### src/rtl/univ_shift_reg_if.sv
// univ_shift_reg_if: control, data and status bundle for univ_shift_reg.
// Optional parity output exists only when PARITY_EN is defined.
interface univ_shift_reg_if #(
  parameter int WIDTH = 4,
  parameter int AMT_W = 3
);
  logic             set;
  logic             load;
  logic [WIDTH-1:0] D;
  logic [2:0]       mode;
  logic             ser_in;
  logic             start;
  logic [AMT_W-1:0] amt;
  logic [WIDTH-1:0] Q;
  logic             ser_out;
  logic             busy;
  logic             done;
`ifdef PARITY_EN
  logic             parity;

  modport master (
    output set, load, D, mode, ser_in, start, amt,
    input  Q, ser_out, busy, done, parity
  );
  modport slave (
    input  set, load, D, mode, ser_in, start, amt,
    output Q, ser_out, busy, done, parity
  );
`else
  modport master (
    output set, load, D, mode, ser_in, start, amt,
    input  Q, ser_out, busy, done
  );
  modport slave (
    input  set, load, D, mode, ser_in, start, amt,
    output Q, ser_out, busy, done
  );
`endif
endinterface

### src/rtl/univ_shift_reg.sv
// univ_shift_reg: set/load register with shift/rotate modes and burst engine.
// Optional feature macro: PARITY_EN (adds XOR-reduction parity output).
module univ_shift_reg #(
  parameter int WIDTH = 4,
  parameter int AMT_W = 3
) (
  input  logic            clk,
  input  logic            reset,
  univ_shift_reg_if.slave bus
);

  localparam logic [2:0] M_SHL = 3'b001;
  localparam logic [2:0] M_SHR = 3'b010;
  localparam logic [2:0] M_ROL = 3'b011;
  localparam logic [2:0] M_ROR = 3'b100;
  localparam logic [2:0] M_ASR = 3'b101;

  logic [WIDTH-1:0] r_q;
  logic             r_busy;
  logic             r_done;
  logic [AMT_W-1:0] r_cnt;
  logic [2:0]       r_mode;

  logic [2:0]       w_mode;
  logic [WIDTH-1:0] w_idle_nxt;
  logic [WIDTH-1:0] w_burst_nxt;
  logic             w_last;

  function automatic logic [WIDTH-1:0] f_step(
    input logic [2:0]       op,
    input logic [WIDTH-1:0] q,
    input logic             sin
  );
    logic [WIDTH-1:0] n;
    n = q;
    case (op)
      M_SHL:   n = {q[WIDTH-2:0], sin};
      M_SHR:   n = {sin, q[WIDTH-1:1]};
      M_ROL:   n = {q[WIDTH-2:0], q[WIDTH-1]};
      M_ROR:   n = {q[0], q[WIDTH-1:1]};
      M_ASR:   n = {q[WIDTH-1], q[WIDTH-1:1]};
      default: n = q;
    endcase
    return n;
  endfunction

  // Next-state candidates and the effective mode seen by ser_out.
  always_comb begin
    w_mode      = r_busy ? r_mode : bus.mode;
    w_idle_nxt  = f_step(bus.mode, r_q, bus.ser_in);
    w_burst_nxt = f_step(r_mode, r_q, bus.ser_in);
    w_last      = (r_cnt == AMT_W'(1));
  end

  // Register, burst counter and done pulse; set > load > burst > idle.
  always_ff @(posedge clk or posedge reset) begin
    if (reset) begin
      r_q    <= '0;
      r_busy <= 1'b0;
      r_done <= 1'b0;
      r_cnt  <= '0;
      r_mode <= 3'b000;
    end else begin
      r_done <= 1'b0;
      if (bus.set) begin
        r_q    <= '1;
        r_busy <= 1'b0;
        r_cnt  <= '0;
      end else if (bus.load) begin
        r_q    <= bus.D;
        r_busy <= 1'b0;
        r_cnt  <= '0;
      end else if (r_busy) begin
        r_q   <= w_burst_nxt;
        r_cnt <= r_cnt - AMT_W'(1);
        if (w_last) begin
          r_busy <= 1'b0;
          r_done <= 1'b1;
        end
      end else if (bus.start) begin
        r_mode <= bus.mode;
        r_cnt  <= bus.amt;
        if (bus.amt == '0) r_done <= 1'b1;
        else               r_busy <= 1'b1;
      end else begin
        r_q <= w_idle_nxt;
      end
    end
  end

  assign bus.Q    = r_q;
  assign bus.busy = r_busy;
  assign bus.done = r_done;
  assign bus.ser_out = (w_mode == M_SHL || w_mode == M_ROL)
                     ? r_q[WIDTH-1] : r_q[0];

`ifdef PARITY_EN
  assign bus.parity = ^r_q;
`endif

endmodule

### src/flat_wrapper.sv
// flat-port wrapper written by rule: the top's interface ports become plain ports
module univ_shift_reg_flat 
#(
  parameter int WIDTH = 4,
  parameter int AMT_W = 3
)
  (clk, reset, bus_set, bus_load, bus_D, bus_mode, bus_ser_in, bus_start, bus_amt, bus_Q, bus_ser_out, bus_busy, bus_done);
  univ_shift_reg_if #(.WIDTH(WIDTH), .AMT_W(AMT_W)) bus_i ();
  input  logic clk;
  input  logic reset;
  input wire logic [$bits(bus_i.set)-1:0] bus_set;
  input wire logic [$bits(bus_i.load)-1:0] bus_load;
  input wire logic [$bits(bus_i.D)-1:0] bus_D;
  input wire logic [$bits(bus_i.mode)-1:0] bus_mode;
  input wire logic [$bits(bus_i.ser_in)-1:0] bus_ser_in;
  input wire logic [$bits(bus_i.start)-1:0] bus_start;
  input wire logic [$bits(bus_i.amt)-1:0] bus_amt;
  output wire logic [$bits(bus_i.Q)-1:0] bus_Q;
  output wire logic [$bits(bus_i.ser_out)-1:0] bus_ser_out;
  output wire logic [$bits(bus_i.busy)-1:0] bus_busy;
  output wire logic [$bits(bus_i.done)-1:0] bus_done;
  assign bus_i.set = bus_set;
  assign bus_i.load = bus_load;
  assign bus_i.D = bus_D;
  assign bus_i.mode = bus_mode;
  assign bus_i.ser_in = bus_ser_in;
  assign bus_i.start = bus_start;
  assign bus_i.amt = bus_amt;
  assign bus_Q = bus_i.Q;
  assign bus_ser_out = bus_i.ser_out;
  assign bus_busy = bus_i.busy;
  assign bus_done = bus_i.done;
  univ_shift_reg #(.WIDTH(WIDTH), .AMT_W(AMT_W)) u_core (.clk(clk), .reset(reset), .bus(bus_i));
endmodule
### config.mk
export PLATFORM = sky130hd
export DESIGN_NAME = univ_shift_reg_flat
export DESIGN_NICKNAME = d
export VERILOG_FILES = /design/src/rtl/univ_shift_reg_if.sv /design/src/rtl/univ_shift_reg.sv /design/src/flat_wrapper.sv
export SDC_FILE = /design/constraint.sdc
export NUM_CORES = 1
export LEC_CHECK = 0
export BUFFER_PORTS_ARGS = -buffer_cell sky130_fd_sc_hd__buf_2
export CAP_MARGIN = 20
export CELL_PAD_IN_SITES_DETAIL_PLACEMENT = 0
export CELL_PAD_IN_SITES_GLOBAL_PLACEMENT = 2
export CORE_ASPECT_RATIO = 1.4
export CORE_UTILIZATION = 31
export CTS_BUF_LIST = sky130_fd_sc_hd__clkbuf_4 sky130_fd_sc_hd__clkbuf_8 sky130_fd_sc_hd__clkbuf_16
export DETAILED_ROUTE_END_ITERATION = 8
export PLACE_DENSITY = 0.75
export SLEW_MARGIN = 0
export SYNTH_ARGS = -nofsm -noshare
export SYNTH_HDL_FRONTEND = slang
export SYNTH_SLANG_ARGS = --single-unit
### constraint.sdc
create_clock -name clk -period 2.25 [get_ports clk]
set_input_delay 0.5625 -clock clk [delete_from_list [all_inputs] [get_ports clk]]
set_output_delay 0.5625 -clock clk [all_outputs]
set_load 0.01 [all_outputs]
Word-level counts from Yosys, hierarchy flattened
Index checks and enable logic that the tools add are counted.
{"block": "word_totals", "regBits": 12, "in_bits": 16, "output_inout_bits": 7, "wordCells": 60}
{"block": "op_classes", "n_addsub": 1, "eq_ne": 18, "muxes": 24, "n_bitwise": 3, "n_reduce_logical": 8}
{"op": "$pmux W4 S5", "n": 2}
{"op": "$mux W4", "n": 4}
{"op": "$eq A3 B2 Y1 const B", "n": 5}
{"op": "$mux W3", "n": 5}
{"op": "$mux W1", "n": 13}
{"op": "$eq A3 B1 Y1 const B", "n": 4}
{"op": "$eq A3 B3 Y1 const B", "n": 4}
{"op": "$ne A4 B3 Y1 const B", "n": 2}
{"op": "$ne A8 B8 Y1 const B", "n": 1}
{"op": "$reduce_bool A8 Y1", "n": 1}
{"op": "$ne A7 B7 Y1 const B", "n": 1}
{"op": "$reduce_bool A7 Y1", "n": 1}
{"op": "$reduce_and A5 Y1", "n": 1}
{"op": "$ne A4 B4 Y1 const B", "n": 1}
{"op": "$reduce_and A4 Y1", "n": 1}
{"op": "$reduce_bool A4 Y1", "n": 1}
{"op": "$logic_not A3 Y1", "n": 1}
{"op": "$not A1 Y1", "n": 3}
{"op": "$reduce_and A3 Y1", "n": 1}
{"op": "$sub A3 B1 Y3 const B", "n": 1}
{"op": "$logic_or A1 B1 Y1", "n": 1}

Logic depth before layout (Yosys ltp)
{"block": "logic_depth", "ltp_word": 6, "depth_mapped": 7}

Worst setup path before layout
Ideal clock, no wire load.
{"block": "synth_path", "path_kind": "register to output", "startpoint": "reg u_core.r_busy (netlist: u_core.bus.busy)", "endpoint": "out bus_ser_out", "arrival_time_ns": 1.374, "t_required_ns": 1.688, "path_slack_ns": 0.314, "stages_incl_launch_ff": 5, "path_buffers": 2, "cell_sequence": "dfrtp_1 buf_2 buf_2 o32ai_1 mux2i_1"}
{"block": "synth_between", "elab_chain_len": 4, "elab_cells_between_ends": 5}
{"element": "from (decl)", "line": "univ_shift_reg.sv:19", "source": "logic r_busy;"}
{"element": "from (signal assigned)", "line": "univ_shift_reg.sv:59", "source": "r_busy <= 1'b0;"}
{"element": "from (signal assigned)", "line": "univ_shift_reg.sv:67", "source": "r_busy <= 1'b0;"}
{"element": "from (signal assigned)", "line": "univ_shift_reg.sv:71", "source": "r_busy <= 1'b0;"}
{"element": "$mux W3 (*)", "line": "univ_shift_reg.sv:49", "source": "w_mode = r_busy ? r_mode : bus.mode;"}
{"element": "$eq A3 B1 Y1 or $eq A3 B2 Y1 (tied branches)", "line": "univ_shift_reg.sv:94", "source": "assign bus.ser_out = (w_mode == M_SHL || w_mode == M_ROL)"}
{"element": "$logic_or A1 B1 Y1 (*)", "line": "univ_shift_reg.sv:94"}
{"element": "$mux W1 (*)", "line": "univ_shift_reg.sv:95", "source": "? r_q[WIDTH-1] : r_q[0];"}
{"element": "to (decl)", "line": "flat_wrapper.sv:19", "source": "output wire logic [$bits(bus_i.ser_out)-1:0] bus_ser_out;"}
Mark *: on every way between the ends. The rest lies on a longest branch, timed or not.

Worst setup path after layout
{"block": "layout_path", "startpoint": "in bus_mode[0]", "endpoint": "out bus_ser_out"}
{"block": "layout_between", "elab_chain_len": 4, "elab_cells_between_ends": 5}
{"element": "from (decl)", "line": "flat_wrapper.sv:14", "source": "input wire logic [$bits(bus_i.mode)-1:0] bus_mode;"}
{"element": "$mux W3 (*)", "line": "univ_shift_reg.sv:49"}
{"element": "$eq A3 B1 Y1 or $eq A3 B2 Y1 (tied branches)", "line": "univ_shift_reg.sv:94"}
{"element": "$logic_or A1 B1 Y1 (*)", "line": "univ_shift_reg.sv:94"}
{"element": "$mux W1 (*)", "line": "univ_shift_reg.sv:95"}
Marked as above.

==> metrics.txt <==
Post-DP HPWL between 2 and 2.5 mm; CTS Hold Bufs 0; max_slew headroom 0.659; Max clock buf depth 2; mux contribution to synthesized area 0.0536; top-area cell type share of the netlist area 0.299; Synth Area in Compound Gates 0.282; num rows 24; Die Y 69.3 um; mean post-synth cell area 8.43 um2; Skew-Pair Late Insertion Delay 0.24 ns; Max Transition Viols Final 0; initial antenna violation count 0; Starting Density 0.324; global-route wire length before repair around 4.5 mm; GRT overflow 0; Yosys top cell by area dfrtp_1; adder-cell share of the synthesized area 0.0499; reg2reg start u_core.bus.busy; RSZ-0062 raised after global routing false; Leak 0.505 nW; synth top area cells dfrtp_1, ha_1, a31oi_1; Layout Nets 163; Worst setup EP type output pin; GRT Util Overall 0.177; Max Cap Viol 0; Antenna diodes 0; Layout area overhead 19.3%; drt wl/cell 15.6 um; Core ar. 3090 um2; # fillers 323; Crit Path Class primary input to output pin; power per cell area a little under 600 nW/um2; final hold vios 0; post-detailed-routing wire length between 2 and 3 mm; IR drop worst, VDD approximately 0.26 mV; Gate Count Post-Synth 119; clock root cell clkbuf_8; worst path required time 1.69 ns; largest family of logic cells by synthesized area compound AO/OA/AOI/OAI gates; FF+latch count, synth 12; clock sink count 12; Hold Crit Class primary input to asynchronous set/reset pin; via count ~1000; remaining antenna violation count 0; Yosys warning count 0; largest net degree at the start of global routing 18; CP Max Fanout 8; Netlist Area Pre-Place 1000 um2; clock skew 0.00710 ns; Arr. time, crit path 1.64 ns; die area roughly 3500 um2; # DRC 0; final setup vio count 0; TNS Setup 0 ns; clock slew seen by the registers of the worst setup and hold paths 0.05 ns; port bufs 22; H-tree depth 1; RePlAce Congestion 0.775; CTS tree done; TritonRoute pass-1 iters 4; Slew @ Worst Pin 0.512 ns; post-cts sizing count 0; Boundary Pins 23; share of cells above drive strength 1 0.255; R2R cell count 6; die width 50.1 um; xor/xnor cell area share of the yosys netlist 0.00873; type of origin of the critical path primary input; TritonCTS Buffers 3; minimum clock period after layout 2.20 ns; Seq/Total Area, Yosys 0.299; Final Cycle Share 0.979; vias in the first global route 951; status finished, final reports clean; Peak Freq 454 MHz; Iteration-0 DRC Markers 30; Vias/cell approximately 5.6; Post-CTS Setup Repair Bufs 0; syn nets 139; final core utilization 0.387; distinct cell type count of the synthesized netlist 43; R2R Path End u_core.bus.Q[1]; Synth Area in Simple Gates 0.241; r2r setup slk 0.62 ns
## stage by stage
stage / instance area [um2] / power [mW] / setup slack (ns) / std cells / hold slack, ns
after global placement: 1160 / 0.497 / 0.0780 / 177 / 0.585
after global routing: 1200 / 0.730 / 0.0172 / 180 / 0.376
final: 1200 / 0.690 / 0.0469 / 180 / 0.339
after floorplan: 1000 / 0.423 / 0.314 / 119 / 0.427
after CTS: 1200 / 0.695 / 0.0493 / 180 / 0.356
after detailed placement: 1160 / 0.496 / 0.0502 / 177 / 0.594
## worst max path at each step
| stage | start | to | slack, ns | cells past startpoint |
|---|---|---|---|---|
| after floorplan | u_core.bus.busy | bus_ser_out | 0.31 | 4 |
| after global placement | bus_mode[0] | bus_ser_out | 0.08 | 5 |
| after detailed placement | bus_mode[0] | bus_ser_out | 0.05 | 5 |
| after CTS | bus_mode[0] | bus_ser_out | 0.05 | 5 |
| after global routing | bus_mode[0] | bus_ser_out | 0.02 | 5 |
| final | bus_mode[0] | bus_ser_out | 0.05 | 5 |
## cells by family (layout without fill, tap and decap cells)
kind of cell | after synthesis | in the layout
AO/OA/AOI/OAI | 40 | 40
XOR/XNOR | 1 | 1
adder cells (fa/ha/maj) | 4 | 4
buffers and inverters | 16 | 38
flip-flops | 12 | 12
multiplexers | 5 | 5
AND/OR/NAND/NOR | 41 | 41
## where the power goes
group          switching (mW)  internal, mW  total [mW]
registers              0.0462         0.240       0.286
clock network          0.0778         0.118       0.196
logic                   0.112        0.0968       0.209
total                   0.236         0.454       0.690
## sequential cells by signal (all words and copies together), names as in the netlist
| signal | count |
|---|---|
| u_core.r_mode | 3 |
| u_core.r_cnt | 3 |
| u_core.bus.done | 1 |
| u_core.bus.Q | 4 |
| u_core.bus.busy | 1 |
## final cells by class
cell class              count  area, um2  area share
repair buffers             25        133       0.111
clock buffers               3       41.3      0.0345
flip-flops and latches     12        300       0.251
well taps                  39       48.8      0.0408
inverters                  10       37.5      0.0313
multi-input cells          91        637       0.532
## Yosys cell counts (all sizes together)
cell type  instances
inv               10
clkbuf             1
nor3b              2
o21ai              9
nor2               8
a311o              1
or2                2
a211o              1
nand2b             1
a2bb2oi            1
dfrtp             12
ha                 4
nor3               1
nand2              6
a21oi              6
nor2b              7
o221ai             1
o22ai              1
nand3b             3
a31oi              8
o211ai             2
and3               1
nor4               1
o32ai              1
a211oi             6
nand3              5
xnor2              1
nand4              1
buf                5
a31o               1
nor4b              1
a2111oi            2
mux2               3
mux2i              2
or3                2
## cells in the final DEF (no fill, tap or decap), drive strengths merged, types with 2 or more instances in the layout
cell type and n:
mux2 3, or3 2, buf 25, dfrtp 12
nor2b 7, nand3b 3, or2 2, clkbuf 3
a211oi 6, nor2 8, mux2i 2, a31oi 8
o21ai 9, o211ai 2, a2111oi 2, nand3 5
nand2 6, nor3b 2, a21oi 6, inv 10
ha 4
## critical path, cell delays in order
cell and delay [ns]:
buf_2 0.17, inv_1 0.09, o32ai_1 0.44, mux2i_1 0.24
buf_2 0.15
## layer usage
metal | GRT usage | routed length [um] | up-vias
li1 | - | - | 494
met1 | 0.204 | 1230 | 484
met2 | 0.296 | 1400 | 26
met3 | 0.0197 | 78 | 7
met4 | 0.124 | 93 | 0
met5 | 0 | 0 | -
No activity file was read; power rests on OpenSTA's default activity.
